==> src/rtl/mem_stage.sv <==
// MEM stage of the 5-stage MIPS core: EX/MEM pipeline register, SRAM read-data hold, load extract.
// Optional misaligned-load detection is enabled by defining MEM_ADDR_ERR_CHECK_EN.
module mem_stage #(
  parameter int EX_TO_MEM_WD = 76,
  parameter int MEM_TO_WB_WD = 70,
  parameter int LOAD_WD      = 5,
  parameter int HILO_WD      = 66
) (
  input  logic                    clk,
  input  logic                    rst,
  input  logic [5:0]              stall,
  input  logic [EX_TO_MEM_WD-1:0] ex_to_mem_bus,
  input  logic [LOAD_WD-1:0]      ex_load_bus,
  input  logic [HILO_WD-1:0]      ex_hi_lo_bus,
  input  logic [31:0]             data_sram_rdata,
  output logic [MEM_TO_WB_WD-1:0] mem_to_wb_bus,
  output logic [37:0]             mem_to_rf_bus,
  output logic [HILO_WD-1:0]      mem_hi_lo_bus,
  output logic                    mem_addr_err
);

  logic [EX_TO_MEM_WD-1:0] ex_to_mem_q, ex_to_mem_d;
  logic [LOAD_WD-1:0]      load_q, load_d;
  logic [HILO_WD-1:0]      hi_lo_q, hi_lo_d;
  logic                    fresh_q, fresh_d;
  logic                    hold_vld_q, hold_vld_d;
  logic [31:0]             hold_data_q, hold_data_d;

  logic        stage_load;
  logic        stage_bubble;

  assign stage_load   = ~stall[3];
  assign stage_bubble = stall[3] & ~stall[4];

  always_comb begin
    ex_to_mem_d = ex_to_mem_q;
    load_d      = load_q;
    hi_lo_d     = hi_lo_q;
    fresh_d     = 1'b0;
    hold_vld_d  = hold_vld_q;
    hold_data_d = hold_data_q;
    if (stage_bubble) begin
      ex_to_mem_d = '0;
      load_d      = '0;
      hi_lo_d     = '0;
      hold_vld_d  = 1'b0;
    end else if (stage_load) begin
      ex_to_mem_d = ex_to_mem_bus;
      load_d      = ex_load_bus;
      hi_lo_d     = ex_hi_lo_bus;
      fresh_d     = 1'b1;
      hold_vld_d  = 1'b0;
    end else if (fresh_q && stall[4]) begin
      // SRAM data is only valid in the first MEM cycle; keep it for the rest of the stall
      hold_data_d = data_sram_rdata;
      hold_vld_d  = 1'b1;
    end
  end

  always_ff @(posedge clk) begin
    if (rst) begin
      ex_to_mem_q <= '0;
      load_q      <= '0;
      hi_lo_q     <= '0;
      fresh_q     <= 1'b0;
      hold_vld_q  <= 1'b0;
      hold_data_q <= '0;
    end else begin
      ex_to_mem_q <= ex_to_mem_d;
      load_q      <= load_d;
      hi_lo_q     <= hi_lo_d;
      fresh_q     <= fresh_d;
      hold_vld_q  <= hold_vld_d;
      hold_data_q <= hold_data_d;
    end
  end

  logic [31:0] pc;
  logic        sel_rf_res;
  logic        rf_we;
  logic [4:0]  rf_waddr;
  logic [31:0] result;
  logic [1:0]  addr;

  assign pc         = ex_to_mem_q[75:44];
  assign sel_rf_res = ex_to_mem_q[38];
  assign rf_we      = ex_to_mem_q[37];
  assign rf_waddr   = ex_to_mem_q[36:32];
  assign result     = ex_to_mem_q[31:0];
  assign addr       = result[1:0];

  logic inst_lb, inst_lbu, inst_lh, inst_lhu, inst_lw;
  assign {inst_lb, inst_lbu, inst_lh, inst_lhu, inst_lw} = load_q;

  logic [31:0] rdata_eff;
  logic [7:0]  byte_sel;
  logic [15:0] half_sel;
  logic [31:0] load_data;

  assign rdata_eff = hold_vld_q ? hold_data_q : data_sram_rdata;

  always_comb begin
    byte_sel = rdata_eff[7:0];
    case (addr)
      2'd0: byte_sel = rdata_eff[7:0];
      2'd1: byte_sel = rdata_eff[15:8];
      2'd2: byte_sel = rdata_eff[23:16];
      2'd3: byte_sel = rdata_eff[31:24];
      default: byte_sel = rdata_eff[7:0];
    endcase
  end

  assign half_sel = addr[1] ? rdata_eff[31:16] : rdata_eff[15:0];

  always_comb begin
    load_data = rdata_eff;
    if (inst_lb) begin
      load_data = {{24{byte_sel[7]}}, byte_sel};
    end else if (inst_lbu) begin
      load_data = {24'h0, byte_sel};
    end else if (inst_lh) begin
      load_data = {{16{half_sel[15]}}, half_sel};
    end else if (inst_lhu) begin
      load_data = {16'h0, half_sel};
    end else if (inst_lw) begin
      load_data = rdata_eff;
    end
  end

  logic addr_err;

`ifdef MEM_ADDR_ERR_CHECK_EN
  assign addr_err = ((inst_lh | inst_lhu) & addr[0]) | (inst_lw & (addr != 2'b00));
`else
  assign addr_err = 1'b0;
`endif

  logic        rf_we_out;
  logic [31:0] rf_wdata;

  assign rf_we_out = rf_we & ~addr_err;
  assign rf_wdata  = sel_rf_res ? load_data : result;

  assign mem_to_wb_bus = {pc, rf_we_out, rf_waddr, rf_wdata};
  assign mem_to_rf_bus = mem_to_wb_bus[37:0];
  assign mem_hi_lo_bus = hi_lo_q;
  assign mem_addr_err  = addr_err;

  // memory request fields and unrelated stall bits are consumed elsewhere in the core
  logic unused_bits;
  assign unused_bits = &{stall[5], stall[2:0], ex_to_mem_q[43:39]};

endmodule

==> config.mk <==
export PLATFORM = sky130hd
export DESIGN_NAME = mem_stage
export DESIGN_NICKNAME = d
export VERILOG_FILES = /design/src/rtl/mem_stage.sv
export SDC_FILE = /design/constraint.sdc
export NUM_CORES = 1
export LEC_CHECK = 0
export ABC_AREA = 1
export BUFFER_PORTS_ARGS = -buffer_cell sky130_fd_sc_hd__buf_2
export CELL_PAD_IN_SITES_DETAIL_PLACEMENT = 1
export CELL_PAD_IN_SITES_GLOBAL_PLACEMENT = 1
export CORE_MARGIN = 4
export CORE_UTILIZATION = 35
export CTS_CLUSTER_DIAMETER = 50
export DETAILED_ROUTE_END_ITERATION = 10
export PLACE_DENSITY = 0.87
export SLEW_MARGIN = 10
export SYNTH_ARGS = -nofsm -noshare
export SYNTH_HDL_FRONTEND = slang
export SYNTH_SLANG_ARGS = --single-unit
==> constraint.sdc <==
create_clock -name clk -period 5.24 [get_ports clk]
set_clock_uncertainty 0.05 [all_clocks]
set_input_delay 1.048 -clock clk [delete_from_list [all_inputs] [get_ports clk]]
set_output_delay 1.048 -clock clk [all_outputs]
set_load 0.05 [all_outputs]
==> impl_metrics.csv, run 1 <==
group,metric,value,unit
pwr,comb_power_share,21.2,%
global_route,gr-total-overflow,0,
worst_setup_path,critPathLaunchType,"flop",
yosys,postSynthAreaPerCell,6.82,um^2
yosys,synthAdderAreaFrac,0,%
clock_network,cts_tree,"built",
worst_setup_path,critPathArrivalTime,2.93,ns
routing,wire_per_inst,17.0,um
yosys,ys_types,26,
global_route,antenna_found_initial,11,
yosys,synth_edf_count,0,
clock_network,hold_buffers,0,
pwr,p_sw,1.19,mW
global_route,first_global_vias,8700,
routing,post_drt_via_cell_ratio,4.87,
worst_setup_path,cp_data_required_time,4.14,ns
cells_and_area,finalNonFillerCells,1758,
pwr,ir_drop,0.196,mV
die,die_w,162,um
global_route,track_usage,22.1,%
sta,drv_slew,0,
die,fp.dieArea,0.0261,mm^2
yosys,synth-seq-cells,175,
cells_and_area,nets,1617,
worst_setup_path,crit_type,"reg -> out",
clock_network,insertion_delay,0.42,ns
clock_network,htreeDepth,4,
cells_and_area,fin_util,43.9,%
pwr,powerDensity,337,mW/mm^2
routing,vias,8564,
sta,max_freq,249,MHz
yosys,yosys-mux-area-fraction,0,%
die,die_h,162,um
sta,setup_ws,1.22,ns
cells_and_area,seq_area,0.00350,mm^2
yosys,yosysSeqAreaShare,42.5,%
sta,finalSetupTns,0,ns
worst_hold_path,worstHoldPathType,"reg -> reg",
sta,worst_pin_slew,1.07,ns
placed_design,io_buffers,350,
sta,finalHoldViolCount,0,
worst_setup_path,critPathMaxFanout,22,
sta,fin_crit,4.02,ns
yosys,synth_top_family_by_area,"simple AND/OR/NAND/NOR gates",
yosys,syn_inst,1210,
yosys,synth_fp_nets,1397,
pwr,p_int,2.20,mW
pwr,total_power,3.39,mW
yosys,yosysTopAreaCellShare,42.5,%
sta,setup_viol,0,
cells_and_area,syn_to_final_growth,22.0,%
clock_network,cts_root_buffer,"clkbuf_16",
placed_design,dp_cells,1724,
clock_network,path_clk_slew,0.07,ns
global_route,grt_first_pass_wirelength,46.4,mm
placed_design,place_hpwl,22.0,mm
sta,hold_ws,0.411,ns
worst_setup_path,reg2reg_slack,3.42,ns
sta,finalCritPeriodShare,76.8,%
global_route,grt_max_degree,88,
pwr,p_clk_share,36.8,%
yosys,syn-cell-area,0.00825,mm^2
routing,first_iter_violations,518,
yosys,synth-simple-area-share,37.0,%
clock_network,postCtsSetupBuffers,0,
pwr,swShare,35.2,%
cells_and_area,design_area,0.0101,mm^2
die,start_util,36.0,%
worst_setup_path,cp-end-kind,"output port",
flow_run,maxCapViolCount,0,
sta,rsz0062_at_grt,"false",
cells_and_area,fillers,3081,
cells_and_area,multi_input_area,0.00361,mm^2
placed_design,gp_congestion,0.876,
die,rows,55,
pwr,pwr-share-seq,42.0,%
yosys,synthTopCellsByArea,"dfxtp_1, nand2_1, nand3_1",
yosys,synth-compound-area-share,6.63,%
sta,max_slew_margin,28.6,%
clock_network,clockBufferDepth,2,
clock_network,cts.sinks,175,
status,run_status,"completed",
clock_network,cts_buffers,17,
yosys,async_flop_share,0,%
routing,detail-route-antenna-nets,0,
pwr,leakagePower,5.53,nW
routing,drc_errors,0,
clock_network,cts-resized-gates,0,
yosys,synthXorXnorAreaFrac,0,%
die,core-area,0.0229,mm^2
placed_design,dpl_worst_slack,1.49,ns
yosys,yosysTopAreaCell,"dfxtp_1",
routing,wirelength,29.8,mm
yosys,yosys_warnings,0,
placed_design,place_area,0.00948,mm^2
routing,drt_pass1_iterations,5,
yosys,synth_ff_type,"dfxtp_1",
die,ios,362,
cells_and_area,drive_above_1_share,28.3,%
## worst max-delay path, cell delays in order (launching register included)
cell and delay, ns:
dfxtp_1 0.56, inv_2 0.17, nor2_2 0.67, nand2_1 0.19, a21oi_1 0.20, nor2_1 0.09, a21oi_1 0.28, buf_2 0.33
## power groups by stage
stage	clock [mW]	combinational (mW)	sequential, mW
global placement	0	0.712	1.45
floorplan	0	0.469	1.54
detailed placement	0	0.724	1.45
finish	1.25	0.720	1.42
global route	1.34	0.773	1.43
CTS	1.28	0.726	1.42
## cell usage after synthesis, types with 7 or more instances
master and instances:
dfxtp_1 175, nand3_1 145, o21ai_1 7, buf_2 30
nor2_1 49, o211ai_1 10, buf_4 92, clkbuf_1 24
buf_1 9, a21oi_1 10, a211oi_1 27, nand4_1 7
nand2_1 527, inv_1 38, o21ai_0 34
## state kept, by name (all words and copies together) (netlist names)
| name | count |
|---|---|
| ex_to_mem_q | 71 |
| fresh_q | 1 |
| hold_data_q | 32 |
| hold_vld_q | 1 |
| load_q | 4 |
| mem_hi_lo_bus | 66 |
## metal layers
metal	part of all wire, %	global-route usage, %	vias up	wire [um]
li1	-	-	4194	-
met1	38	24.7	3993	11400
met2	50	38.8	285	15000
met3	7.6	7.60	76	2270
met4	3.3	8.76	16	987
met5	0.45	0	-	133
## cell families after synthesis
kind of cell | count (synthesis)
buf+inv | 199
other cells | 1
simple gates | 745
compound gates | 90
flops | 175
## layout make-up
class,instances,share of cell area [%]
clock inverters,14,1.49
multi-input cells,836,35.9
clock buffers,17,4.23
inverters,42,1.59
well taps,313,3.89
diodes,3,0.0746
flip-flops and latches,175,34.8
repair buffers,358,18.0
## worst paths after layout
path | from | to | depth (start not counted)
setup / recovery | ex_to_mem_q[1] | mem_to_rf_bus[1] | 7
hold / removal | hold_data_q[8] | hold_data_q[8] | 2
setup reg to reg | ex_to_mem_q[38] | ex_to_mem_q[38] | 3
hold reg to reg | hold_data_q[8] | hold_data_q[8] | 2
## layout by cell type, fill, tap and decap left out, types with 4 or more instances in the layout
cell,n
o21ai_0,34
a21oi_1,10
a211oi_1,27
buf_4,9
clkinv_4,6
o211ai_1,10
nor2_1,48
nand4_1,7
inv_1,38
nand2_1,527
o21ai_1,7
buf_2,349
clkbuf_16,17
or2_1,4
nand2_2,4
nor2_2,4
nand3_1,144
dfxtp_1,175
No activity file was read; power rests on OpenSTA's default activity.
==> run 2: changes to the inputs <==
--- a/config.mk
+++ b/config.mk
@@ -10,10 +10,10 @@
 export CELL_PAD_IN_SITES_DETAIL_PLACEMENT = 1
 export CELL_PAD_IN_SITES_GLOBAL_PLACEMENT = 1
 export CORE_MARGIN = 4
-export CORE_UTILIZATION = 35
+export CORE_UTILIZATION = 29
 export CTS_CLUSTER_DIAMETER = 50
 export DETAILED_ROUTE_END_ITERATION = 10
-export PLACE_DENSITY = 0.87
+export PLACE_DENSITY = 0.77
 export SLEW_MARGIN = 10
 export SYNTH_ARGS = -nofsm -noshare
 export SYNTH_HDL_FRONTEND = slang
==> constraint.sdc (replaced) <==
create_clock -name clk -period 3.5 [get_ports clk]
set_clock_uncertainty 0.05 [all_clocks]
set_input_delay 0.7 -clock clk [delete_from_list [all_inputs] [get_ports clk]]
set_output_delay 0.7 -clock clk [all_outputs]
set_load 0.05 [all_outputs]
==> impl_metrics.csv, run 2 (synthesized netlist as in run 1, its figures left out) <==
group,metric,value,unit
worst_setup_path,rr_worst_depth,4,
die,fp.dieArea,0.0312,mm^2
worst_hold_path,min_from,"ex_hi_lo_bus[44]",
worst_hold_path,holdPathEnd,"mem_hi_lo_bus[44]",
sta,setup_ws,0.233,ns
worst_setup_path,cp_slowest_cell,"dfxtp_1",
global_route,gr-total-overflow,0,
clock_network,cts_root_buffer,"clkbuf_16",
clock_network,cts_tree,"built",
sta,finalCritPeriodShare,93.3,%
worst_setup_path,critPathMaxFanout,12,
placed_design,dp_cells,1795,
cells_and_area,drive_above_1_share,28.6,%
global_route,grtUsageMet2,33.3,%
global_route,grtUsageMet3,5.98,%
sta,drv_slew,0,
die,die_w,177,um
pwr,comb_power_share,21.0,%
cells_and_area,layout_common_cells,"nand2_1, buf_2, dfxtp_1",
worst_setup_path,crit_type,"reg -> out",
routing,first_iter_violations,440,
worst_setup_path,critPathArrivalTime,2.52,ns
routing,drc_errors,0,
worst_setup_path,reg2reg_slack,2.02,ns
routing,wire_per_inst,16.7,um
routing,detail-route-antenna-nets,0,
clock_network,clockBufferDepth,2,
die,die_h,177,um
pwr,ir_drop,0.242,mV
global_route,grtUsageMet1,22.6,%
worst_setup_path,path_cells,"inv_2, nor2_4, nand2_1, a21oi_1, nor2_1, a21oi_1, buf_2",
clock_network,htreeDepth,4,
global_route,grt_max_degree,144,
cells_and_area,syn_to_final_growth,24.3,%
cells_and_area,top_register,"ex_to_mem_q",
die,ios,362,
pwr,powerDensity,506,mW/mm^2
worst_setup_path,cp-end-kind,"output port",
placed_design,dpl_worst_slack,0.579,ns
routing,vias,8473,
clock_network,path_clk_slew,0.09,ns
pwr,leakagePower,5.59,nW
die,rows,61,
pwr,p_int,3.32,mW
sta,finalSetupTns,0,ns
sta,worst_pin_slew,0.743,ns
pwr,p_clk_share,37.9,%
sta,fin_crit,3.27,ns
worst_setup_path,crit_start,"ex_to_mem_q[1]",
flow_run,maxCapViolCount,0,
sta,max_freq,306,MHz
cells_and_area,finalNonFillerCells,1828,
worst_hold_path,hold_depth,3,
clock_network,cts.sinks,175,
pwr,p_sw,1.87,mW
routing,post_drt_via_cell_ratio,4.64,
clock_network,cts_buffers,17,
cells_and_area,nets,1623,
global_route,antenna_found_initial,3,
pwr,swShare,36.0,%
worst_setup_path,critPathLaunchType,"flop",
worst_setup_path,r2r-end,"hold_data_q[31]",
global_route,grt_first_pass_wirelength,47.3,mm
worst_hold_path,worstHoldPathType,"in -> reg",
clock_network,insertion_delay,0.42,ns
global_route,first_global_vias,8779,
global_route,grt_busiest_layer,"met2",
global_route,track_usage,19.0,%
sta,rsz0062_at_grt,"false",
cells_and_area,final_common_cell,"nand2_1",
pwr,pwr-share-seq,41.1,%
die,start_util,29.5,%
sta,finalHoldViolCount,0,
worst_setup_path,cp_data_required_time,2.75,ns
worst_setup_path,cpPeakStageDelay,0.56,ns
status,run_status,"completed",
die,core-area,0.0279,mm^2
clock_network,hold_buffers,0,
cells_and_area,fin_util,36.7,%
placed_design,io_buffers,350,
cells_and_area,largest_register_ffs,71,
sta,setup_viol,0,
routing,wirelength,30.4,mm
worst_setup_path,cp_common_cell,"a21oi_1",
sta,max_slew_margin,50.5,%
placed_design,gp_congestion,0.886,
worst_setup_path,rr_startpoint,"fresh_q",
placed_design,place_hpwl,22.4,mm
routing,drt_pass1_iterations,5,
run 2: cell types whose count changed in the layout (fill, tap and decap cells not counted), moves of 3 or more:
cell      delta
clkinv_4     -6
buf_12       +3
inv_6        +4
buf_4        +3
run 2: critical path: cells and delay by family (launching register included):
| family | cells | cell delay [ns] |
|---|---|---|
| flops | 1 | 0.56 |
| simple gates | 3 | 0.55 |
| buf+inv | 2 | 0.52 |
| compound gates | 2 | 0.47 |
run 2: area by class of cell:
| type | count | area (um^2) |
|---|---|---|
| fill | 3681 | 17700 |
| multi-input combinational | 836 | 3620 |
| sequential | 175 | 3500 |
| timing repair buffer | 364 | 1900 |
| tap | 378 | 473 |
| clock buffer | 18 | 429 |
| inverter | 42 | 163 |
| clock inverter | 14 | 160 |
| antenna | 1 | 2.50 |
run 2: what timing repair did:
item	4_1_cts	5_1_grt
resized for setup	0	5
setup buffers	0	0
setup endpoints to repair	0	50
run 2: per-stage QoR:
| step | power [mW] | area (um^2) | hold WS [ns] |
|---|---|---|---|
| 6_report | 5.18 | 10200 | 0.401 |
| 5_1_grt | 5.43 | 10200 | 0.387 |
| 4_1_cts | 5.26 | 10200 | 0.373 |
| 3_5_place_dp | 3.27 | 9640 | 0.405 |
| 3_3_place_gp | 3.26 | 9640 | 0.395 |
| 2_1_floorplan | 3.00 | 8250 | 0.384 |
run 2: layer usage:
metal,vias up,part of all wire [%]
li1,4200,-
met2,251,50
met5,-,0.023
met1,3994,41
met4,2,1.4
met3,26,7.5
run 2: how the worst max path moves through the flow:
| stage | endpoint | cells after the start |
|---|---|---|
| floorplan | mem_to_wb_bus[7] | 7 |
| global placement | mem_to_rf_bus[5] | 10 |
| detailed placement | mem_to_rf_bus[4] | 7 |
| CTS | mem_to_rf_bus[4] | 7 |
| global route | mem_to_wb_bus[8] | 10 |
| finish | mem_to_wb_bus[1] | 7 |
run 2: power by group through the flow:
stage | registers [mW] | logic (mW) | clock network (mW)
3_3_place_gp | 2.17 | 1.08 | 0
2_1_floorplan | 2.30 | 0.702 | 0
6_report | 2.13 | 1.09 | 1.96
5_1_grt | 2.14 | 1.17 | 2.11
3_5_place_dp | 2.18 | 1.10 | 0
4_1_cts | 2.13 | 1.10 | 2.03
